## config.mk

```make
export PLATFORM = sky130hd
export DESIGN_NAME = div_unit
export DESIGN_NICKNAME = d
export VERILOG_FILES = /design/src/rtl/div_unit.sv
export SDC_FILE = /design/constraint.sdc
export NUM_CORES = 1
export LEC_CHECK = 0
export CAP_MARGIN = 10
export CORE_MARGIN = 3
export CORE_UTILIZATION = 52
export DETAILED_ROUTE_END_ITERATION = 8
export PLACE_DENSITY = 0.75
export SETUP_SLACK_MARGIN = 0.3
export SKIP_CTS_REPAIR_TIMING = 1
export SKIP_LAST_GASP = 1
export SYNTH_ARGS = -nofsm -noshare
export SYNTH_HDL_FRONTEND = slang
export SYNTH_SLANG_ARGS = --single-unit
```

## constraint.sdc

```tcl
create_clock -name clk -period 7.5 [get_ports clk]
set_input_delay 0.75 -clock clk [delete_from_list [all_inputs] [get_ports clk]]
set_output_delay 0.75 -clock clk [all_outputs]
set_load 0.02 [all_outputs]
```

## src/rtl/div_unit.sv

```systemverilog
// -----------------------------------------------------------------------------
// div_unit -- iterative 32-bit restoring divider (DIV / DIVU).
//
// Takes a level request from EX. One quotient bit is produced per cycle, so a
// nonzero divisor takes 32 iterations plus one sign-correction cycle. A zero
// divisor short-circuits to a zero result. The result is held in END until EX
// drops start_i.
//
// Ports:
//   clk         rising-edge clock
//   rst         synchronous, active-high reset
//   signed_i    1 = signed divide (DIV), 0 = unsigned (DIVU)
//   dividend_i  32-bit dividend, sampled only when a division is accepted
//   divisor_i   32-bit divisor, sampled only when a division is accepted
//   start_i     level request, held high until ready_o is seen
//   cancel_i    abort the current division (only with DIV_CANCEL_EN)
//   result_o    {remainder, quotient}, registered
//   ready_o     result_o valid, registered
//
// Build option:
//   DIV_CANCEL_EN  adds cancel_i. Without it, a division can only be stopped
//                  by rst.
//
// States:
//   IDLE    | waiting for start_i; outputs zero
//   DIVZERO | divisor was zero; zero result goes out on the next edge
//   ON      | shift-subtract iterations, then sign correction
//   END     | result valid; held until start_i drops
// -----------------------------------------------------------------------------
module div_unit (
  input  logic        clk,
  input  logic        rst,
  input  logic        signed_i,
  input  logic [31:0] dividend_i,
  input  logic [31:0] divisor_i,
  input  logic        start_i,
`ifdef DIV_CANCEL_EN
  input  logic        cancel_i,
`endif
  output logic [63:0] result_o,
  output logic        ready_o
);

  typedef enum logic [1:0] {IDLE, DIVZERO, ON, END} state_t;

  state_t      state_q, state_d;
  logic        signed_q, signed_d;
  logic        neg_q, neg_d;       // operand signs differ
  logic        dsgn_q, dsgn_d;     // dividend was negative
  logic [31:0] rem_q, rem_d;
  logic [31:0] quo_q, quo_d;
  logic [31:0] dvs_q, dvs_d;
  logic [5:0]  cnt_q, cnt_d;
  logic [63:0] result_q, result_d;
  logic        ready_q, ready_d;

  logic        cancel;
  logic [32:0] rem_sh;
  logic [32:0] diff;
  logic [31:0] q_fix;
  logic [31:0] r_fix;

`ifdef DIV_CANCEL_EN
  assign cancel = cancel_i;
`else
  assign cancel = 1'b0;
`endif

  // The shifted remainder needs 33 bits: with a divisor >= 2^31 the partial
  // remainder can exceed 32 bits before the trial subtract.
  assign rem_sh = {rem_q, quo_q[31]};
  assign diff   = rem_sh - {1'b0, dvs_q};

  assign q_fix = (signed_q && neg_q)  ? (32'd0 - quo_q) : quo_q;
  assign r_fix = (signed_q && dsgn_q) ? (32'd0 - rem_q) : rem_q;

  always_comb begin
    state_d  = state_q;
    signed_d = signed_q;
    neg_d    = neg_q;
    dsgn_d   = dsgn_q;
    rem_d    = rem_q;
    quo_d    = quo_q;
    dvs_d    = dvs_q;
    cnt_d    = cnt_q;
    result_d = result_q;
    ready_d  = ready_q;

    case (state_q)
      IDLE: begin
        ready_d  = 1'b0;
        result_d = '0;
        if (start_i) begin
          if (divisor_i == 32'd0) begin
            state_d = DIVZERO;
          end else begin
            state_d  = ON;
            signed_d = signed_i;
            neg_d    = dividend_i[31] ^ divisor_i[31];
            dsgn_d   = dividend_i[31];
            rem_d    = '0;
            quo_d    = (signed_i && dividend_i[31]) ? (32'd0 - dividend_i) : dividend_i;
            dvs_d    = (signed_i && divisor_i[31])  ? (32'd0 - divisor_i)  : divisor_i;
            cnt_d    = '0;
          end
        end
      end

      DIVZERO: begin
        if (cancel) begin
          state_d  = IDLE;
          ready_d  = 1'b0;
          result_d = '0;
        end else begin
          state_d  = END;
          ready_d  = 1'b1;
          result_d = '0;
        end
      end

      ON: begin
        if (cancel) begin
          state_d  = IDLE;
          ready_d  = 1'b0;
          result_d = '0;
        end else if (cnt_q == 6'd32) begin
          state_d  = END;
          ready_d  = 1'b1;
          result_d = {r_fix, q_fix};
        end else begin
          // No borrow: keep the difference and set the quotient bit.
          if (!diff[32]) begin
            rem_d = diff[31:0];
            quo_d = {quo_q[30:0], 1'b1};
          end else begin
            rem_d = rem_sh[31:0];
            quo_d = {quo_q[30:0], 1'b0};
          end
          cnt_d = cnt_q + 6'd1;
        end
      end

      END: begin
        if (cancel || !start_i) begin
          state_d  = IDLE;
          ready_d  = 1'b0;
          result_d = '0;
        end
      end

      default: begin
        state_d  = IDLE;
        ready_d  = 1'b0;
        result_d = '0;
      end
    endcase
  end

  always_ff @(posedge clk) begin
    if (rst) begin
      state_q  <= IDLE;
      signed_q <= 1'b0;
      neg_q    <= 1'b0;
      dsgn_q   <= 1'b0;
      rem_q    <= '0;
      quo_q    <= '0;
      dvs_q    <= '0;
      cnt_q    <= '0;
      result_q <= '0;
      ready_q  <= 1'b0;
    end else begin
      state_q  <= state_d;
      signed_q <= signed_d;
      neg_q    <= neg_d;
      dsgn_q   <= dsgn_d;
      rem_q    <= rem_d;
      quo_q    <= quo_d;
      dvs_q    <= dvs_d;
      cnt_q    <= cnt_d;
      result_q <= result_d;
      ready_q  <= ready_d;
    end
  end

  assign result_o = result_q;
  assign ready_o  = ready_q;

endmodule
```

# After elaboration in Yosys (flattened, before gate mapping)
# Index checks and enable logic that the tools add are counted.
[totals]
word_cells = 68
ff_bits = 172
output_inout_bits = 65
in_bits = 68
[op_classes]
n_eq_ne = 9
muxes = 29
bitwise = 2
reduce_logical = 12
n_addsub = 6
[op_table]
columns = ["operator", "count"]
rows = [
  ["$mux W32", 11],
  ["$pmux W64 S3", 1],
  ["$mux W64", 2],
  ["$pmux W32 S2", 2],
  ["$sub A1 B32 Y32 const A", 4],
  ["$sub A33 B32 Y33", 1],
  ["$logic_not A32 Y1", 1],
  ["$mux W6", 3],
  ["$pmux W6 S2", 1],
  ["$ne A2 B2 Y1 const B", 5],
  ["$mux W2", 4],
  ["$pmux W2 S4", 1],
  ["$add A6 B1 Y6 const B", 1],
  ["$eq A6 B6 Y1 const B", 1],
  ["$reduce_and A3 Y1", 2],
  ["$eq A2 B2 Y1 const B", 2],
  ["$logic_and A1 B1 Y1", 4],
  ["$pmux W1 S4", 1],
  ["$reduce_and A4 Y1", 1],
  ["$mux W1", 3],
  ["$eq A2 B1 Y1 const B", 1],
  ["$logic_not A2 Y1", 1],
  ["$reduce_and A2 Y1", 1],
  ["$reduce_bool A2 Y1", 1],
  ["other kinds (3)", 3],
]

# Logic depth before layout (Yosys ltp)
# Gate-level depths: netlist of run 1.
[depth]
word_depth = 5
depth_mapped = 14
depth_no_buf = 12

# Worst setup path after synthesis of run 1
# OpenSTA, ideal clock, no wires.
[synth_timing]
kind = "reg-to-reg"
startpoint = "register quo_q[31]"
endpoint = "register rem_q[12]"
required_time_ns = 7.374
path_stages_with_launch = 15
arrival_ns = 2.903
period_less_slack_ns = 3.029
setup_ns = 0.126
slack_ns = 4.471
path_cell_list = "dfxtp_1 inv_1 ha_1 fa_1 nor2b_1 o2111a_1 o311ai_2 a211oi_1 o21a_1 a221oi_4 xnor2_1 buf_6 buf_6 mux2i_1 o21ai_1"
[synth_between]
elab_chain_cells = 4
[synth_rtl]
columns = ["item", "line", "text"]
rows = [
  ["start, declared", "51", "logic [31:0] quo_q, quo_d;"],
  ["start signal, assigned", "177", "quo_q <= quo_d;"],
  ["$sub A33 B32 Y33", "72", "assign diff = rem_sh - {1'b0, dvs_q};"],
  ["$mux W32", "132", "if (!diff[32]) begin"],
  ["$mux W32", "126", "end else if (cnt_q == 6'd32) begin"],
  ["$pmux W32 S2", "89", "case (state_q)"],
  ["end signal, assigned", "176", "rem_q <= rem_d;"],
  ["end, declared", "50", "logic [31:0] rem_q, rem_d;"],
]
# Every way passes these cells. The select of a mux whose other input is x is not followed.
# A chain may end at the register's enable or synchronous reset.

# Worst setup path after layout of run 1
[layout_timing]
startpoint = "register state_q[0]"
endpoint = "register rem_q[25]"
[layout_between]
elab_chain_cells = 3
[layout_rtl]
columns = ["item", "line", "text"]
rows = [
  ["start, declared", "46", "state_t state_q, state_d;"],
  ["start signal, assigned", "172", "state_q <= state_d;"],
  ["$eq A2 B2 Y1 / $logic_not A2 Y1 (equally long branches)", "89", ""],
  ["$ne A2 B2 Y1 (no source line) / $reduce_bool A2 Y1 (equally long branches)", "n/a", ""],
  ["$reduce_and A4 Y1 (no source line)", "n/a", ""],
]
# Parallel ways exist; a longest one is shown, timed or not.

==> results of run 1 <==
## worst max path at each step
| stage | cells past startpoint | start | to |
|---|---|---|---|
| after global routing | 11 | state_q[0] | result_o[20] |
| after floorplan | 14 | quo_q[31] | rem_q[12] |
| final | 9 | state_q[0] | rem_q[25] |
| after CTS | 9 | state_q[0] | rem_q[25] |
| after detailed placement | 12 | divisor_i[6] | rem_q[31] |
| after global placement | 12 | divisor_i[6] | rem_q[31] |
## power by group through the flow
stage | clock [mW] | sequential, mW | combinational [mW]
after global placement | 0 | 1.22 | 1.47
after CTS | 0.880 | 1.21 | 1.51
after global routing | 0.920 | 1.23 | 1.70
after detailed placement | 0 | 1.23 | 1.50
final | 0.869 | 1.21 | 1.52
after floorplan | 0 | 1.18 | 1.15
## flip-flops by register name, indices dropped and copies added, names as in the netlist
register  count
signed_q      1
dsgn_q        1
ready_o       1
dvs_q        32
rem_q        32
state_q       2
quo_q        32
neg_q         1
result_o     64
cnt_q         6
## logic make-up after synthesis
family                   after synthesis
XOR/XNOR                             149
adder cells (fa/ha/maj)               43
buffers and inverters                142
flip-flops                           172
AND/OR/NAND/NOR                      514
multiplexers                          25
AO/OA/AOI/OAI                        416
## cell type report
cell class | instances | area (µm²) | share of cell area
clock inverters | 15 | 151 | 0.0116
multi-input cells | 1147 | 7080 | 0.543
flip-flops and latches | 172 | 3440 | 0.264
repair buffers | 142 | 1400 | 0.107
well taps | 270 | 338 | 0.0259
inverters | 54 | 203 | 0.0156
clock buffers | 17 | 425 | 0.0326
## worst reg2reg max path, delay by kind of cell (launching register included)
kind / cells / cell delay, ps
DFF: 1 / 320
adders and majority gates: 1 / 180
and+or+nand+nor: 4 / 1490
buffers and inverters: 3 / 1170
AOI/OAI and AO/OA: 1 / 520
## layout by cell type (no fill, tap or decap), types with 41 or more instances in the layout
cell	count
inv_1	54
a22oi_1	43
dfxtp_1	172
a21oi_1	129
ha_1	41
clkdlybuf4s50_1	131
nor2_1	151
nand3_1	42
nand2_1	194
xnor2_1	90
xor2_1	58
o21ai_0	85
## per-stage QoR
step | util | instances | hold WS [ps] | total power [mW]
2_1_floorplan | - | 1461 | 432 | 2.32
4_1_cts | 0.633 | 1816 | 454 | 3.59
5_1_grt | 0.634 | 1817 | 476 | 3.85
3_5_place_dp | 0.605 | 1784 | 446 | 2.73
6_report | 0.634 | 1817 | 450 | 3.60
3_3_place_gp | 0.605 | 1784 | 438 | 2.69
## per-layer routing
metal / routed length [µm] / vias up
met4: 252 / 0
li1: - / 5320
met5: 0 / -
met2: 12300 / 322
met1: 14900 / 4782
met3: 2050 / 20
==> results.tsv, run 1 <==
stage	metric	value	unit
synth	yosys.cell_count.top_type	nand2_1	
synth	syn_area	0.0111	mm²
floorplanning	core_area	0.0206	mm²
worst_setup_path	critPathBufInv	3	
worst_setup_path	crit_family	simple AND/OR/NAND/NOR gates	
synth	yosys.area.top_type	dfxtp_1	
detailed_routing	drt-total-wl	29500	µm
global_route	use_met3	0.0395	
timing	fmax	267	MHz
synth	synthTopCellsByArea	dfxtp_1, xnor2_1, nand2_1, a21oi_1, nor2_1	
clock_tree	cts_tree	built	
detailed_routing	routed_via_density	5.75	
worst_setup_path	max_stage_delay	660	ps
worst_setup_path	r2r_start	state_q[0]	
power	intPower	2.03	mW
worst_setup_path	arrival	4110	ps
power	p_comb_frac	0.421	
timing	final-setup-viol-count	0	
synth	synth_compound_area_frac	0.239	
floorplanning	io-pin-count	133	
worst_setup_path	startpoint_type	flip-flop	
global_route	use_met1	0.380	
global_route	grt_start_max_net_pins	91	
synth	yosysTopAreaCellShare	0.311	
worst_setup_path	endpoint_kind	flip-flop	
timing	grt_setup_unrepaired	false	
global_route	first_global_vias	9375	
worst_hold_path	hold_class	reg2reg	
timing	setup_slack	3760	ps
clock_tree	root_buffer	clkbuf_16	
global_route	grt_busiest_layer	met1	
detailed_routing	dr.first_iter.drc_count	752	
power	p_clk_frac	0.241	
floorplanning	die_area	0.0231	mm²
layout	final_area	0.0130	mm²
power	pwr-share-seq	0.337	
clock_tree	cts_buffers	17	
detailed_routing	drc	0	
worst_setup_path	cp_cell_sequence	inv_1, ha_2, buf_4, inv_1, a21oi_1, nor2b_1, nand2_1, or4_1, nand3_1	
synth	ys_seq_area_frac	0.311	
layout	antenna_cells	0	
timing	tightest_slew	942	ps
global_route	grt.overflow.total	0	
layout	fillCellCount	1907	
run	drv_cap	0	
timing	setup-tns-final	0	ps
power	powerDensity	276	mW/mm²
worst_hold_path	hp-start	result_o[57]	
synth	synth_edf_count	0	
synth	ys_ff_latch	172	
global_route	grt_pass1_wl	47900	µm
worst_setup_path	cpMaxStageDelayCell	or4_1	
layout	area_growth	17.7	%
placed_design	io_buffers	132	
floorplanning	fp.dieH	152	µm
synth	postSynthAreaPerCell	7.58	µm²
synth	syn-num-nets	1572	
synth	synthXorXnorAreaFrac	0.118	
detailed_routing	vias	10444	
clock_tree	clk_pin_slew	70	ps
worst_setup_path	crit_fanout	67	
timing	period_share	0.499	
clock_tree	cts_sinks	172	
placed_design	gpl.final_weighted_congestion	0.922	
synth	synth_flop_cell	dfxtp_1	
synth	postSynthCellCount	1461	
floorplanning	placementRows	52	
timing	drv_slew	0	
synth	async_reset_ff_frac	0	
worst_hold_path	whs_path_depth	2	
layout	final_nets	1645	
floorplanning	die_w	152	µm
synth	synthAdderAreaFrac	0.0492	
timing	hold_violations	0	
synth	ys_warn_count	0	
synth	synth-simple-area-share	0.209	
synth	synthTopCellsByCount	nand2_1, dfxtp_1, nor2_1	
clock_tree	htreeDepth	4	
power	switchingPower	1.57	mW
detailed_routing	dr.pass1.iters	5	
worst_setup_path	crit_top_cell	inv_1	
placed_design	dp.final_hpwl	22400	µm
worst_setup_path	critPathKind	reg2reg	
synth	muxShareOfSynthArea	0.0226	
worst_setup_path	r2r_slack	3760	ps
layout	drive_gt1_frac	0.0401	
detailed_routing	wire_per_inst	16.2	µm
timing	post-route-min-period	3740	ps
worst_hold_path	hold_end	result_o[57]	
global_route	grt_use_met2	0.357	
clock_tree	clkLatencyLatePin	440	ps
global_route	grt_usage	0.245	
run_status	outcome	finished clean	
clock_tree	cts_buffer_depth	2	
worst_setup_path	required	7870	ps
timing	fin_skew	13.0	ps
placed_design	place_ws	3390	ps
worst_setup_path	reg2reg_depth	9	
power	power.leakage	4.84	nW
floorplanning	start_util	0.539	
synth	ys_types	64	
worst_setup_path	reg2reg_to	rem_q[25]	
power	peakVddDrop	0.303	mV
power	p_sw_frac	0.435	
detailed_routing	ant_nets	0	
timing	relSlewSlack	0.372	
global_route	antenna_found_initial	0	
synth	synth_top_family_by_area	compound AO/OA/AOI/OAI gates	
placed_design	dpl_cell_area	0.0124	mm²
Note: power is estimated with default switching activity, not from simulation.
==> inputs of run 2 (changes only) <==
Settings changed: PLACE_DENSITY 0.75 to 0.78.
Clock period 7.5 ns to 3.2 ns, I/O delays scaled along.
==> run 2 against run 1 <==
Compared with the run above: sequential share of layout area is 1.8 points lower; critical path type unchanged; die area did not move; largest power group unchanged; critical path depth grew 5; highest routed layer unchanged; critical endpoint is now quo_q[0]; via count rose by 6.2%; hold slack got worse by 120 ps; wire length is 9.3% higher; total power grew to 2.5 times the previous value; final cell count up 4.3%.
==> results.tsv, run 2 (synthesis gave the netlist of run 1 again) <==
stage	metric	value	unit
timing	drv_slew	0	
clock_tree	clk_pin_slew	80	ps
floorplanning	io-pin-count	133	
layout	antenna_cells	0	
clock_tree	cts_buffers	17	
timing	fin_skew	11.4	ps
clock_tree	cts_tree	built	
floorplanning	die_area	0.0231	mm²
worst_setup_path	cp_cell_sequence	inv_2, ha_4, fa_2, nor2b_4, o2111a_2, o311ai_4, a211oi_2, o21a_1, a221oi_4, buf_6, xnor2_4, clkbuf_16, nand2_2, a221oi_2	
detailed_routing	vias	11092	
layout	largest_reg_flops	64	
layout	final_area	0.0140	mm²
worst_hold_path	whs_path_depth	2	
worst_setup_path	startpoint_type	flip-flop	
detailed_routing	dr.first_iter.drc_count	1065	
power	fin_total_pwr	9.07	mW
timing	grt_setup_unrepaired	true	
timing	setup_slack	148	ps
timing	period_share	0.954	
timing	hold_violations	0	
floorplanning	core_area	0.0206	mm²
clock_tree	cts_buffer_depth	2	
global_route	antenna_found_initial	0	
detailed_routing	dr.pass1.iters	6	
floorplanning	placementRows	52	
worst_setup_path	crit_fanout	8	
floorplanning	die_w	152	µm
worst_setup_path	required	3550	ps
worst_setup_path	cpMaxStageDelayCell	fa_2	
clock_tree	root_buffer	clkbuf_16	
global_route	grt.overflow.total	0	
worst_setup_path	reg2reg_depth	14	
placed_design	dpl_cell_area	0.0131	mm²
detailed_routing	ant_nets	0	
floorplanning	fp.dieH	152	µm
timing	hold_slack	333	ps
timing	setup-tns-final	0	ps
layout	drive_gt1_frac	0.110	
placed_design	dp.final_hpwl	23900	µm
layout	fillCellCount	1754	
power	power.leakage	5.34	nW
detailed_routing	drt-total-wl	32200	µm
layout	layout_commonest_cell	nand2_1	
global_route	grt_start_max_net_pins	67	
global_route	grt_usage	0.256	
power	powerDensity	647	mW/mm²
worst_setup_path	max_stage_delay	390	ps
power	peakVddDrop	0.451	mV
run_status	outcome	finished clean	
clock_tree	cts_sinks	172	
worst_setup_path	critPathKind	reg2reg	
placed_design	place_ws	-24.4	ps
timing	fmax	328	MHz
worst_hold_path	hold_class	in2reg	
clock_tree	clkLatencyLatePin	440	ps
detailed_routing	wire_per_inst	17.0	µm
timing	tightest_slew	673	ps
floorplanning	start_util	0.539	
timing	relSlewSlack	0.551	
run	drv_cap	0	
detailed_routing	routed_via_density	5.85	
worst_setup_path	arrival	3400	ps
layout	final_nets	1724	
layout	multiInputGateArea	0.00730	mm²
detailed_routing	drc	0	
global_route	grt_pass1_wl	49800	µm
layout	regArea	0.00345	mm²
timing	final-setup-viol-count	0	
layout	area_growth	26.6	%
layout	mostFrequentLayoutCells	nand2_1, dfxtp_1, nor2_1, clkdlybuf4s50_1, a21oi_1	
clock_tree	htreeDepth	4	
placed_design	gpl.final_weighted_congestion	1.00	
placed_design	io_buffers	132	
global_route	first_global_vias	9714	
worst_setup_path	endpoint_kind	flip-flop	
timing	post-route-min-period	3050	ps
## run 2: per-stage QoR
stage | util | instances
6_report | 0.682 | 1896
5_1_grt | 0.682 | 1896
4_1_cts | 0.667 | 1889
3_5_place_dp | 0.636 | 1857
3_3_place_gp | 0.636 | 1857
2_1_floorplan | - | 1461
## run 2: worst paths after layout
kind                 from      endpoint  slack [ps]
max             quo_q[31]      quo_q[0]         150
min reg2reg  result_o[60]  result_o[60]         460
max reg2reg     quo_q[31]      quo_q[0]         150
min                   rst   result_o[9]         330
## run 2: layer usage
metal  routed length [µm]  GRT usage  vias up
li1                     -          -     5466
met2                14000      0.375      441
met4                  393     0.0595        0
met1                15000      0.387     5154
met5                    0          0        -
met3                 2820     0.0492       31
## run 2: layout make-up
cell class	count	share of cell area
multi-input cells	1147	0.521
flip-flops and latches	172	0.246
repair buffers	221	0.151
clock buffers	17	0.0303
well taps	270	0.0241
inverters	54	0.0145
clock inverters	15	0.0139
## run 2: report_power, final
group / total (mW) / internal (mW) / switching, mW
logic: 4.11 / 1.54 / 2.56
clock network: 2.15 / 1.13 / 1.02
registers: 2.82 / 2.46 / 0.353
## run 2: critical path, delay by kind of cell, from the launching register on
kind | cells | cell delay, ps
AO/OA/AOI/OAI | 6 | 1130
adder cells (fa/ha/maj) | 2 | 560
buffers and inverters | 3 | 460
flip-flops | 1 | 320
XOR/XNOR | 1 | 320
AND/OR/NAND/NOR | 2 | 180
==> inputs of run 3 (changes only) <==
Settings changed: TNS_END_PERCENT from default to 1.
==> run 3 against run 2 <==
Compared with the run above: final area shrank 1.4%; global-route usage is the same; first-iteration DRC count shrank 12%; fmax shrank 0.65%; hold slack gained 8.6 ps; utilization shrank 0.92 points; sequential cell count is the same; count of clock-buffer cells in the layout is the same; clock skew grew 1.4 ps; via count shrank 1.5%; register-to-register slack lost 20 ps; largest power group unchanged; highest routed layer unchanged.
==> results.tsv, run 3 (synthesis gave the netlist of run 1 again) <==
stage	metric	value	unit
timing	setup_slack	128	ps
timing	post-route-min-period	3070	ps
layout	fillCellCount	1793	
clock_tree	htreeDepth	4	
floorplanning	fp.dieH	152	µm
floorplanning	core_area	0.0206	mm²
worst_hold_path	hold_class	in2reg	
power	power.leakage	5.29	nW
timing	drv_slew	0	
worst_setup_path	endpoint_kind	flip-flop	
timing	relSlewSlack	0.543	
layout	layout_commonest_cell	nand2_1	
layout	mostFrequentLayoutCells	nand2_1, dfxtp_1, nor2_1, clkdlybuf4s50_1, a21oi_1	
detailed_routing	wl_met2	13600	µm
global_route	grt_pass1_wl	49800	µm
global_route	grt.overflow.total	0	
clock_tree	clkLatencyLatePin	440	ps
timing	hold_violations	0	
layout	antenna_cells	0	
clock_tree	cts_tree	built	
worst_setup_path	crit_fanout	8	
floorplanning	io-pin-count	133	
layout	finish.utilization	0.673	
detailed_routing	routed_via_density	5.77	
layout	fin_cells	1893	
floorplanning	start_util	0.539	
floorplanning	placementRows	52	
detailed_routing	drt-total-wl	31400	µm
global_route	first_global_vias	9714	
power	fin_total_pwr	8.95	mW
layout	area_growth	24.8	%
global_route	grt_start_max_net_pins	67	
timing	period_share	0.960	
timing	grt_setup_unrepaired	true	
detailed_routing	met3_length	2350	µm
placed_design	io_buffers	132	
placed_design	dp.cells	1857	
detailed_routing	topRoutingLayerUsed	met4	
clock_tree	cts_sinks	172	
placed_design	place_ws	-24.4	ps
clock_tree	cts_buffer_depth	2	
layout	final_area	0.0138	mm²
floorplanning	die_area	0.0231	mm²
power	peakVddDrop	0.447	mV
timing	tightest_slew	685	ps
detailed_routing	wire_per_inst	16.6	µm
placed_design	gpl.final_weighted_congestion	1.00	
worst_setup_path	required	3570	ps
floorplanning	die_w	152	µm
clock_tree	cts_buffers	17	
power	powerDensity	647	mW/mm²
detailed_routing	met1_length	15200	µm
run	drv_cap	0	
layout	drive_gt1_frac	0.0930	
layout	largest_reg_flops	64	
detailed_routing	dr.first_iter.drc_count	934	
clock_tree	clk_pin_slew	80	ps
clock_tree	root_buffer	clkbuf_16	
worst_setup_path	critPathKind	reg2reg	
global_route	grt_usage	0.256	
layout	final_nets	1721	
detailed_routing	ant_nets	0	
timing	fin_skew	12.8	ps
worst_setup_path	arrival	3440	ps
timing	fmax	325	MHz
placed_design	dp.final_hpwl	23900	µm
worst_setup_path	startpoint_type	flip-flop	
run_status	outcome	finished clean	
detailed_routing	drc	0	
placed_design	dpl_cell_area	0.0131	mm²
detailed_routing	vias	10922	
global_route	antenna_found_initial	0	
timing	final-setup-viol-count	0	
detailed_routing	dr.pass1.iters	5	
timing	setup-tns-final	0	ps
timing	hold_slack	341	ps
## run 3: final cells by class
| cell class | instances | area (µm²) | area share |
|---|---|---|---|
| Clock buffer | 17 | 425 | 0.0308 |
| Clock inverter | 15 | 195 | 0.0141 |
| Timing Repair Buffer | 218 | 2080 | 0.150 |
| Sequential cell | 172 | 3450 | 0.249 |
| Multi-Input combinational cell | 1147 | 7140 | 0.517 |
| Inverter | 54 | 203 | 0.0147 |
| Tap cell | 270 | 338 | 0.0244 |
## run 3: power breakdown
group | switching, mW | internal [mW]
Clock | 1.01 | 1.13
Combinational | 2.50 | 1.51
Sequential | 0.344 | 2.46
Total | 3.85 | 5.10
## run 3: path summary, 6_finish.rpt
path | startpoint | to | slack, ps | cells after the start
setup reg to reg | quo_q[31] | rem_q[0] | 130 | 14
hold / removal | rst | result_o[9] | 340 | 2
hold reg to reg | result_o[60] | result_o[60] | 450 | 2
setup / recovery | quo_q[31] | rem_q[0] | 130 | 14
## run 3: per-layer routing
| layer | track usage | vias to the layer above |
|---|---|---|
| met3 | 0.0492 | 25 |
| met5 | 0 | - |
| met4 | 0.0595 | 0 |
| met1 | 0.387 | 5068 |
| met2 | 0.375 | 368 |
| li1 | - | 5461 |
## run 3: critical path: stages (launching register included)
cell and delay (ps):
dfxtp_2 320, inv_2 40, ha_4 160, fa_2 390, nor2b_4 150, o2111a_2 230
o311ai_4 100, a211oi_2 260, o21a_1 200, a221oi_4 80, buf_6 150, xnor2_4 340
buf_12 190, mux2i_1 210, a22o_1 180
